$ cat config.mk
export PLATFORM = sky130hd
export DESIGN_NAME = vram_rect_writer_flat
export DESIGN_NICKNAME = d
export VERILOG_FILES = /design/src/rtl/vram_rect_writer_pkg.sv /design/src/rtl/vram_rect_writer_if.sv /design/src/rtl/vram_rect_writer.sv /design/src/flat_wrapper.sv
export SDC_FILE = /design/constraint.sdc
export NUM_CORES = 1
export LEC_CHECK = 0
export CAP_MARGIN = 5
export CORE_MARGIN = 5
export CORE_UTILIZATION = 58
export CTS_CLUSTER_SIZE = 40
export DETAILED_ROUTE_END_ITERATION = 10
export PLACE_DENSITY = 0.91
export SLEW_MARGIN = 20
export SYNTH_ARGS = -nofsm -noshare
export SYNTH_HDL_FRONTEND = slang
export SYNTH_SLANG_ARGS = --single-unit
export TNS_END_PERCENT = 100
$ cat constraint.sdc
create_clock -name CLK -period 3.4 [get_ports CLK]
set_clock_uncertainty 0.15 [all_clocks]
set_input_delay 1.02 -clock CLK [delete_from_list [all_inputs] [get_ports CLK]]
set_output_delay 1.02 -clock CLK [all_outputs]
set_load 0.005 [all_outputs]
$ cat src/rtl/vram_rect_writer_pkg.sv
// Shared VRAM geometry, command field widths and writer state encoding.
// Imported by the rectangle writer, its command interface and benches.
package vram_rect_writer_pkg;

  localparam int VRAM_SCREEN_WIDTH  = 640;
  localparam int VRAM_SCREEN_HEIGHT = 480;
  localparam int VRAM_ADDR_WIDTH    = 19;
  localparam int VRAM_DATA_WIDTH    = 6;

  localparam int CMD_X_W = 10;
  localparam int CMD_Y_W = 9;

  typedef enum logic [1:0] {
    ST_IDLE = 2'd0,
    ST_FILL = 2'd1,
    ST_DONE = 2'd2
  } wr_state_e;

  // Sums arrive one bit wider than the operands, so no wrap.
  function automatic logic [CMD_X_W:0] clip_end(
    input logic [CMD_X_W:0] sum,
    input logic [CMD_X_W:0] lim
  );
    return (sum > lim) ? lim : sum;
  endfunction

endpackage

$ cat src/rtl/vram_rect_writer_if.sv
// Rectangle-fill command handshake bundle.
// master issues commands, slave is the writer.
interface vram_rect_writer_if
  import vram_rect_writer_pkg::*;
#(
  parameter int DATA_WIDTH = VRAM_DATA_WIDTH
);

  logic                  cmd_valid;
  logic                  cmd_ready;
  logic [CMD_X_W-1:0]    cmd_x;
  logic [CMD_Y_W-1:0]    cmd_y;
  logic [CMD_X_W-1:0]    cmd_w;
  logic [CMD_Y_W-1:0]    cmd_h;
  logic [DATA_WIDTH-1:0] cmd_color;

  modport master (
    output cmd_valid,
    output cmd_x,
    output cmd_y,
    output cmd_w,
    output cmd_h,
    output cmd_color,
    input  cmd_ready
  );

  modport slave (
    input  cmd_valid,
    input  cmd_x,
    input  cmd_y,
    input  cmd_w,
    input  cmd_h,
    input  cmd_color,
    output cmd_ready
  );

endinterface

$ cat src/rtl/vram_rect_writer.sv
// Fills a clipped rectangle of VRAM with one palette index,
// one pixel per unpaused cycle, row-major order.
module vram_rect_writer
  import vram_rect_writer_pkg::*;
#(
  parameter int SCREEN_WIDTH  = VRAM_SCREEN_WIDTH,
  parameter int SCREEN_HEIGHT = VRAM_SCREEN_HEIGHT,
  parameter int ADDR_WIDTH    = VRAM_ADDR_WIDTH,
  parameter int DATA_WIDTH    = VRAM_DATA_WIDTH
) (
  input  logic                  CLK,
  input  logic                  RST_N,
  vram_rect_writer_if.slave     cmd,
  input  logic                  pause,
  output logic [ADDR_WIDTH-1:0] o_addr,
  output logic [DATA_WIDTH-1:0] o_data,
  output logic                  o_write,
  output logic                  busy,
  output logic                  done
);

  localparam logic [CMD_X_W:0] SW =
    (CMD_X_W+1)'(SCREEN_WIDTH);
  localparam logic [CMD_Y_W:0] SH =
    (CMD_Y_W+1)'(SCREEN_HEIGHT);
  localparam logic [ADDR_WIDTH-1:0] ROW_STEP =
    ADDR_WIDTH'(SCREEN_WIDTH);

  wr_state_e             state_q, state_d;
  logic [CMD_X_W-1:0]    x_q, x_d;
  logic [CMD_Y_W-1:0]    y_q, y_d;
  logic [CMD_X_W-1:0]    x_start_q, x_start_d;
  logic [CMD_X_W:0]      x_end_q, x_end_d;
  logic [CMD_Y_W:0]      y_end_q, y_end_d;
  logic [ADDR_WIDTH-1:0] row_base_q, row_base_d;
  logic [ADDR_WIDTH-1:0] addr_q, addr_d;
  logic [DATA_WIDTH-1:0] data_q, data_d;
  logic                  done_q, done_d;

  logic [CMD_X_W:0]      x_sum, x_nxt;
  logic [CMD_Y_W:0]      y_sum, y_nxt;
  logic                  empty;
  logic [ADDR_WIDTH-1:0] next_row;

  assign x_sum = {1'b0, cmd.cmd_x} + {1'b0, cmd.cmd_w};
  assign y_sum = {1'b0, cmd.cmd_y} + {1'b0, cmd.cmd_h};
  assign x_nxt = {1'b0, x_q} + 1'b1;
  assign y_nxt = {1'b0, y_q} + 1'b1;
  assign next_row = row_base_q + ROW_STEP;

  assign empty = (cmd.cmd_w == '0)
              || (cmd.cmd_h == '0)
              || ({1'b0, cmd.cmd_x} >= SW)
              || ({1'b0, cmd.cmd_y} >= SH);

  always_comb begin
    state_d    = state_q;
    x_d        = x_q;
    y_d        = y_q;
    x_start_d  = x_start_q;
    x_end_d    = x_end_q;
    y_end_d    = y_end_q;
    row_base_d = row_base_q;
    addr_d     = addr_q;
    data_d     = data_q;
    done_d     = 1'b0;
    unique case (state_q)
      ST_IDLE: begin
        if (cmd.cmd_valid) begin
          x_d        = cmd.cmd_x;
          y_d        = cmd.cmd_y;
          x_start_d  = cmd.cmd_x;
          x_end_d    = clip_end(x_sum, SW);
          y_end_d    = clip_end(y_sum, SH);
          data_d     = cmd.cmd_color;
          // One multiply per command; per-pixel stepping is adds only.
          row_base_d = ADDR_WIDTH'(cmd.cmd_y) * ROW_STEP;
          addr_d     = row_base_d + ADDR_WIDTH'(cmd.cmd_x);
          if (empty) begin
            state_d = ST_DONE;
            done_d  = 1'b1;
          end else begin
            state_d = ST_FILL;
          end
        end
      end
      ST_FILL: begin
        if (!pause) begin
          if (x_nxt != x_end_q) begin
            x_d    = x_nxt[CMD_X_W-1:0];
            addr_d = addr_q + 1'b1;
          end else if (y_nxt != y_end_q) begin
            x_d        = x_start_q;
            y_d        = y_nxt[CMD_Y_W-1:0];
            row_base_d = next_row;
            addr_d     = next_row + ADDR_WIDTH'(x_start_q);
          end else begin
            state_d = ST_DONE;
            done_d  = 1'b1;
          end
        end
      end
      ST_DONE: state_d = ST_IDLE;
      default: state_d = ST_IDLE;
    endcase
  end

  always_ff @(posedge CLK or negedge RST_N) begin
    if (!RST_N) begin
      state_q    <= ST_IDLE;
      x_q        <= '0;
      y_q        <= '0;
      x_start_q  <= '0;
      x_end_q    <= '0;
      y_end_q    <= '0;
      row_base_q <= '0;
      addr_q     <= '0;
      data_q     <= '0;
      done_q     <= 1'b0;
    end else begin
      state_q    <= state_d;
      x_q        <= x_d;
      y_q        <= y_d;
      x_start_q  <= x_start_d;
      x_end_q    <= x_end_d;
      y_end_q    <= y_end_d;
      row_base_q <= row_base_d;
      addr_q     <= addr_d;
      data_q     <= data_d;
      done_q     <= done_d;
    end
  end

  // Pause gates the strobe in the same cycle the reader claims the port.
  assign o_write       = (state_q == ST_FILL) && !pause;
  assign cmd.cmd_ready = (state_q == ST_IDLE);
  assign busy          = (state_q != ST_IDLE);
  assign done          = done_q;
  assign o_addr        = addr_q;
  assign o_data        = data_q;

endmodule

$ cat src/flat_wrapper.sv
// flat-port wrapper written by rule: the top's interface ports become plain ports
module vram_rect_writer_flat import vram_rect_writer_pkg::*;
#(
  parameter int SCREEN_WIDTH  = VRAM_SCREEN_WIDTH,
  parameter int SCREEN_HEIGHT = VRAM_SCREEN_HEIGHT,
  parameter int ADDR_WIDTH    = VRAM_ADDR_WIDTH,
  parameter int DATA_WIDTH    = VRAM_DATA_WIDTH
)
  (CLK, RST_N, pause, o_addr, o_data, o_write, busy, done, cmd_cmd_valid, cmd_cmd_x, cmd_cmd_y, cmd_cmd_w, cmd_cmd_h, cmd_cmd_color, cmd_cmd_ready);
  vram_rect_writer_if #(.DATA_WIDTH(DATA_WIDTH)) cmd_i ();
  input  logic CLK;
  input  logic RST_N;
  input  logic pause;
  output logic [ADDR_WIDTH-1:0] o_addr;
  output logic [DATA_WIDTH-1:0] o_data;
  output logic o_write;
  output logic busy;
  output logic done;
  input wire logic [$bits(cmd_i.cmd_valid)-1:0] cmd_cmd_valid;
  input wire logic [$bits(cmd_i.cmd_x)-1:0] cmd_cmd_x;
  input wire logic [$bits(cmd_i.cmd_y)-1:0] cmd_cmd_y;
  input wire logic [$bits(cmd_i.cmd_w)-1:0] cmd_cmd_w;
  input wire logic [$bits(cmd_i.cmd_h)-1:0] cmd_cmd_h;
  input wire logic [$bits(cmd_i.cmd_color)-1:0] cmd_cmd_color;
  output wire logic [$bits(cmd_i.cmd_ready)-1:0] cmd_cmd_ready;
  assign cmd_i.cmd_valid = cmd_cmd_valid;
  assign cmd_i.cmd_x = cmd_cmd_x;
  assign cmd_i.cmd_y = cmd_cmd_y;
  assign cmd_i.cmd_w = cmd_cmd_w;
  assign cmd_i.cmd_h = cmd_cmd_h;
  assign cmd_i.cmd_color = cmd_cmd_color;
  assign cmd_cmd_ready = cmd_i.cmd_ready;
  vram_rect_writer #(.SCREEN_WIDTH(SCREEN_WIDTH), .SCREEN_HEIGHT(SCREEN_HEIGHT), .ADDR_WIDTH(ADDR_WIDTH), .DATA_WIDTH(DATA_WIDTH)) u_core (.CLK(CLK), .RST_N(RST_N), .cmd(cmd_i), .pause(pause), .o_addr(o_addr), .o_data(o_data), .o_write(o_write), .busy(busy), .done(done));
endmodule
# Word level (Yosys, flattened, before mapping)
# Cells that the tools add are included.
# totals
ff_bits	97
inputBits	48
output_inout_bits	29
word_cells	80
# op_classes
add_sub_neg	8
n_mul	1
n_lt_le_gt_ge	4
eq_ne	9
mux	34
reduce_logical	14
# ops
operator	count
$mux 19	8
$pmux 19 s2	2
$mux 10	5
$add 19x10->19	2
$mux 9	4
$pmux 10 s2	1
$add 19x1->19 const B	1
$add 19x10->19 const B	1
$pmux 9 s2	1
$mul 9x3->12 const B	1
$add 10x1->11 const B	1
$add 10x10->11	1
$gt 11x10->1 const B	1
$mux 11	1
$ne 11x11->1	1
$add 9x1->10 const B	1
$add 9x9->10	1
$ge 10x10->1 const B	1
$gt 10x9->1 const B	1
$logic_not 10->1	1
$mux 2	5
$ne 10x10->1	1
$ge 9x9->1 const B	1
$logic_not 9->1	1
other kinds (15)	26

# Longest topological paths before layout
# depth
depth_word	7
mapped_depth	12
ltp_nobuf	11

# Worst setup path before layout
# Ideal clock, no wire load.
# synth_timing
kind	input to register
from	input port cmd_cmd_y[1]
to	register u_core.addr_q[17], in the netlist u_core.o_addr[17]
setup_ps	135
arrival_time_ps	3449
required_time_ps	3115
slack_ps	-334
cell_stages	11
n_path_buf	0
cell_sequence	ha_1 ha_1 fa_1 a211oi_1 o21ai_0 a221o_1 nor4_1 xor2_1 nor3_1 a21oi_1 o31ai_1
# synth_via
elab_chain_len	4
# synth_rtl
item	line	rtl
start: declaration	flat_wrapper.sv:21	input wire logic [$bits(cmd_i.cmd_y)-1:0] cmd_cmd_y;
$mul 9x3->12	vram_rect_writer.sv:77	row_base_d = ADDR_WIDTH'(cmd.cmd_y) * ROW_STEP;
$add 19x10->19	vram_rect_writer.sv:78	addr_d = row_base_d + ADDR_WIDTH'(cmd.cmd_x);
$mux 19	vram_rect_writer.sv:69	if (cmd.cmd_valid) begin
$pmux 19 s2	vram_rect_writer.sv:67	unique case (state_q)
end signal: assignment	vram_rect_writer.sv:128	addr_q <= addr_d;
end: declaration	vram_rect_writer.sv:36	logic [ADDR_WIDTH-1:0] addr_q, addr_d;
# Every way passes these cells. The select of a mux whose other input is x is not followed.
# A chain may end at the register's enable or synchronous reset.

# Final worst setup path
# layout_timing
from	input port cmd_cmd_w[2]
to	register u_core.x_end_q[6]
# layout_via
elab_chain_len	3
# layout_rtl
item	line	rtl
start: declaration	flat_wrapper.sv:22	input wire logic [$bits(cmd_i.cmd_w)-1:0] cmd_cmd_w;
$add 10x10->11 (*)	vram_rect_writer.sv:45	assign x_sum = {1'b0, cmd.cmd_x} + {1'b0, cmd.cmd_w};
$gt 11x10->1	vram_rect_writer_pkg.sv:24	return (sum > lim) ? lim : sum;
$mux 11 (*)	vram_rect_writer_pkg.sv:24	
end signal: assignment	vram_rect_writer.sv:125	x_end_q <= x_end_d;
end: declaration	vram_rect_writer.sv:33	logic [CMD_X_W:0] x_end_q, x_end_d;
# Every way passes the cells marked *; elsewhere a longest branch is shown, timed or not.

==> reports/results.tsv <==
stage	metric	value	unit
grt	largest net degree at the start of global routing	50	
grt	global route overflow	0	
placement	I/O Buffers	76	
pwr	PwrDens	822	nW/µm²
worst_hold_path	hold depth	2	
worst_setup_path	r2r worst-path depth	9	
final_layout	fraction of layout cells with a size suffix above 1	20.5	%
sta	Final Critical Period	3470	ps
die	Initial Util	59.0	%
worst_setup_path	WP depth	13	
worst_setup_path	CP Buf/Inv Count	4	
sta	Final Cycle Share	102	%
worst_setup_path	CP max FO	7	
grt	first-pass GRT wire length	39800	µm
worst_setup_path	CP most frequent cell	buf_4	
logic_synthesis	Synth Area in Adders	8.50	%
worst_setup_path	crit path cell chain	clkdlybuf4s15_1 -> ha_1 -> nor2b_2 -> o31a_1 -> buf_4 -> buf_4 -> o31ai_4 -> a21oi_2 -> buf_4 -> xor2_1 -> a21o_1 -> a21oi_4 -> a32o_1	
cts	clk buf depth	2	
routing	Initial DRT Pass Iterations	9	
cts	Sink Count	90	
sta	final setup vio count	7	
grt	gr usage total	33.4	%
logic_synthesis	number of synthesized flops with an enable pin	0	
status	failing checks	setup timing	
logic_synthesis	number of synthesized register bits	90	
die	Ports	77	
final_layout	Final nets	1151	
logic_synthesis	largest family of logic cells by synthesized area	compound AO/OA/AOI/OAI gates	
cts	TritonCTS buffer count	9	
logic_synthesis	Synth Warn #	0	
worst_setup_path	WP data arrival	3560	ps
worst_hold_path	worst hold path class	reg2reg	
cts	Max H-tree Level	3	
pwr	total chip power	8.03	mW
placement	Cell Count Post-Placement	1204	
die	Die Area	15100	µm²
routing	DR iter-0 viols	1325	
worst_setup_path	CP Launch Point	cmd_cmd_w[2]	
worst_setup_path	CP Class	in2reg	
die	die width	123	µm
status	outcome	finished, violations left	
sta	worst hold slack	345	ps
worst_setup_path	CP max stage delay	320	ps
grt	initial antenna violation count	0	
logic_synthesis	ys async rst share	100	%
cts	CTS tree	built	
cts	Root Driver	clkbuf_16	
logic_synthesis	Post-Synth XOR/XNOR Area	8.74	%
worst_setup_path	crit start category	input pin	
sta	Worst-Margin Slew	634	ps
pwr	maximum VDD drop	0.521	mV
routing	routed via count	8404	
grt	vias in the first global route	7810	
logic_synthesis	Compound-Gate Fraction of Synth Area	24.3	%
sta	Slew headroom	57.7	%
logic_synthesis	Syn Inst Count	895	
logic_synthesis	post-synth cell types	87	
placement	GPL Wtd Cong	0.914	
logic_synthesis	Post-Syn Area	7420	µm²
logic_synthesis	Most used DFF post-synth	dfrtp_1	
worst_hold_path	Hold Startpoint	u_core.o_data[2]	
final_layout	diode count	0	
sta	final worst slack	-71.2	ps
cts	Clock transition at path regs	70	ps
cts	Clock Latency Late Sink	360	ps
die	area of the core	12600	µm²
cts	hold buffer count at CTS	0	
routing	vias per inst	6.82	
logic_synthesis	register area share after synthesis	30.4	%
worst_setup_path	Critical-path top delay cell	o31a_1	
sta	Final Hold Vio Count	0	
routing	Routed Antenna Nets	0	
die	die span in y	123	µm
logic_synthesis	mux contribution to synthesized area	0.827	%
job	Max Cap Viol	0	
worst_setup_path	Worst setup EP type	register	
die	row cnt	41	
final_layout	Area Growth Syn to Fin	31.7	%
routing	# DRC	0	
sta	RSZ-0062 raised after global routing	yes	
routing	Routed WL per cell	21.6	µm
final_layout	post-route insts no fill	1232	
pwr	Leakage	4.15	nW
routing	routed wire length	26600	µm
worst_setup_path	WP data required	3490	ps
sta	pins over their slew limit	0	
worst_setup_path	worst reg2reg startpoint	u_core.y_q[0]	
worst_setup_path	critical path's top delay family	compound AO/OA/AOI/OAI gates	
sta	fmax	288	MHz
logic_synthesis	Mean Syn Cell Area	8.29	µm²
logic_synthesis	Simple-Gate Fraction of Synth Area	23.3	%
placement	HPWL Detailed	16600	µm
logic_synthesis	Syn Nets	991	
[layout make-up]
class                   instances  area, µm²
inverters                      17       63.8
well taps                     172        215
multi-input cells             741       5220
repair buffers                196       1700
fillers                       702       2800
flip-flops and latches         90       2250
clock buffers                  10        239
clock inverters                 6       80.1
[final timing paths]
path	to	slack [ps]
min in group asynchronous	u_core.o_addr[17]	510
max in group asynchronous	u_core.x_q[5]	1910
worst min-delay path	u_core.o_data[2]	350
worst max register to register	u_core.row_base_q[18]	20
worst min register to register	u_core.o_data[2]	350
worst max-delay path	u_core.x_end_q[6]	-70
[Yosys cell counts, types with 3 or more instances]
| cell | number | area [µm²] |
|---|---|---|
| nand2_1 | 123 | 462 |
| dfrtp_1 | 90 | 2250 |
| nor2_1 | 79 | 297 |
| o21ai_0 | 46 | 230 |
| a21oi_1 | 44 | 220 |
| ha_1 | 44 | 551 |
| xnor2_1 | 41 | 359 |
| nand3_1 | 38 | 190 |
| xor2_1 | 33 | 289 |
| nor3_1 | 32 | 160 |
| clkbuf_1 | 23 | 86.3 |
| a22o_1 | 17 | 149 |
| inv_1 | 17 | 63.8 |
| buf_2 | 16 | 80.1 |
| a31oi_1 | 15 | 93.8 |
| a211oi_1 | 11 | 82.6 |
| a21o_1 | 11 | 82.6 |
| o22a_1 | 11 | 96.3 |
| o31ai_1 | 11 | 82.6 |
| and3_1 | 10 | 62.6 |
| nor2b_1 | 10 | 62.6 |
| o211ai_1 | 10 | 75.1 |
| o21a_1 | 10 | 75.1 |
| and2_1 | 9 | 56.3 |
| nand4_1 | 7 | 43.8 |
| nor4_1 | 7 | 43.8 |
| a21boi_0 | 6 | 45.0 |
| o21ai_1 | 6 | 30.0 |
| a22oi_1 | 5 | 37.5 |
| mux2i_1 | 5 | 50.1 |
| nand4b_1 | 5 | 43.8 |
| a41oi_1 | 4 | 35.0 |
| fa_1 | 4 | 80.1 |
| nand2b_1 | 4 | 25.0 |
| nor3b_1 | 4 | 30.0 |
| o2111ai_1 | 4 | 35.0 |
| o22ai_1 | 4 | 25.0 |
| o2bb2ai_1 | 4 | 35.0 |
| or2_2 | 4 | 25.0 |
| a211o_1 | 3 | 26.3 |
| a21oi_2 | 3 | 26.3 |
| and4_1 | 3 | 26.3 |
| o32ai_1 | 3 | 26.3 |
[flip-flops by register name (all words and copies together) (netlist names), 2 cells and up]
signal and count:
u_core.o_addr 19, u_core.o_data 6, u_core.row_base_q 12, u_core.state_q 2, u_core.x_end_q 11, u_core.x_q 10, u_core.x_start_q 10, u_core.y_end_q 10
u_core.y_q 9
[through the flow]
stage / setup TNS (ps) / worst slack [ps] / utilization [%] / instance area [µm²]
3_5_place_dp: -15350 / -710 / 72.3 / 9090
6_report: -174 / -71.2 / 77.7 / 9770
5_1_grt: -1550 / -154 / 77.7 / 9770
3_3_place_gp: -12820 / -608 / 72.3 / 9090
2_1_floorplan: 0 / 1.17 / - / 7480
4_1_cts: 0 / 1.26 / 76.2 / 9570
[layout by cell type (no fill, tap or decap), types with 7 or more instances in the layout]
master / n
clkdlybuf4s50_1: 53
nand3_1: 38
a22o_1: 17
o21ai_0: 42
a211oi_1: 9
ha_1: 29
xnor2_1: 40
nand2_1: 121
o22a_1: 11
nor2_1: 77
nor3_1: 32
a21oi_1: 41
nor2b_1: 7
clkbuf_16: 9
dfrtp_1: 90
o21a_1: 10
ha_4: 14
xor2_1: 32
inv_1: 14
and3_1: 10
a21o_1: 11
o31ai_1: 9
and2_1: 8
o21ai_1: 7
o211ai_1: 10
a31oi_1: 15
nand4_1: 7
buf_4: 118
[worst min-delay path: stages (launching register included)]
cell and delay, ps:
dfrtp_1 360, nand2_1 50, nand2_1 60
[per-layer routing]
metal / global-route usage (%) / up-vias / wire (µm)
li1: - / 3609 / -
met1: 42.2 / 3867 / 9650
met2: 53.4 / 715 / 11900
met3: 6.77 / 213 / 3080
met4: 19.1 / 0 / 2000
met5: 0 / - / 0
[timing repair]
action	CTS	global route
setup buffers	3	9
gates resized for setup	59	54
endpoints found under the setup margin	26	21
cloned	0	0
hold endpoints to repair	0	0
pin swaps	17	26
[cell families after synthesis]
kind of cell    after synthesis
buf+inv                      64
xor+xnor                     74
simple gates                355
fa+ha+maj                    48
compound gates              257
flops                        90
mux                           6
other cells                   1
[where the power goes]
part,total (mW),internal [mW],switching [mW]
sequential,2.33,1.57,0.767
clock,1.11,0.660,0.449
combinational,4.59,2.10,2.49
total,8.03,4.33,3.70
(Power assumes the default switching activity.)
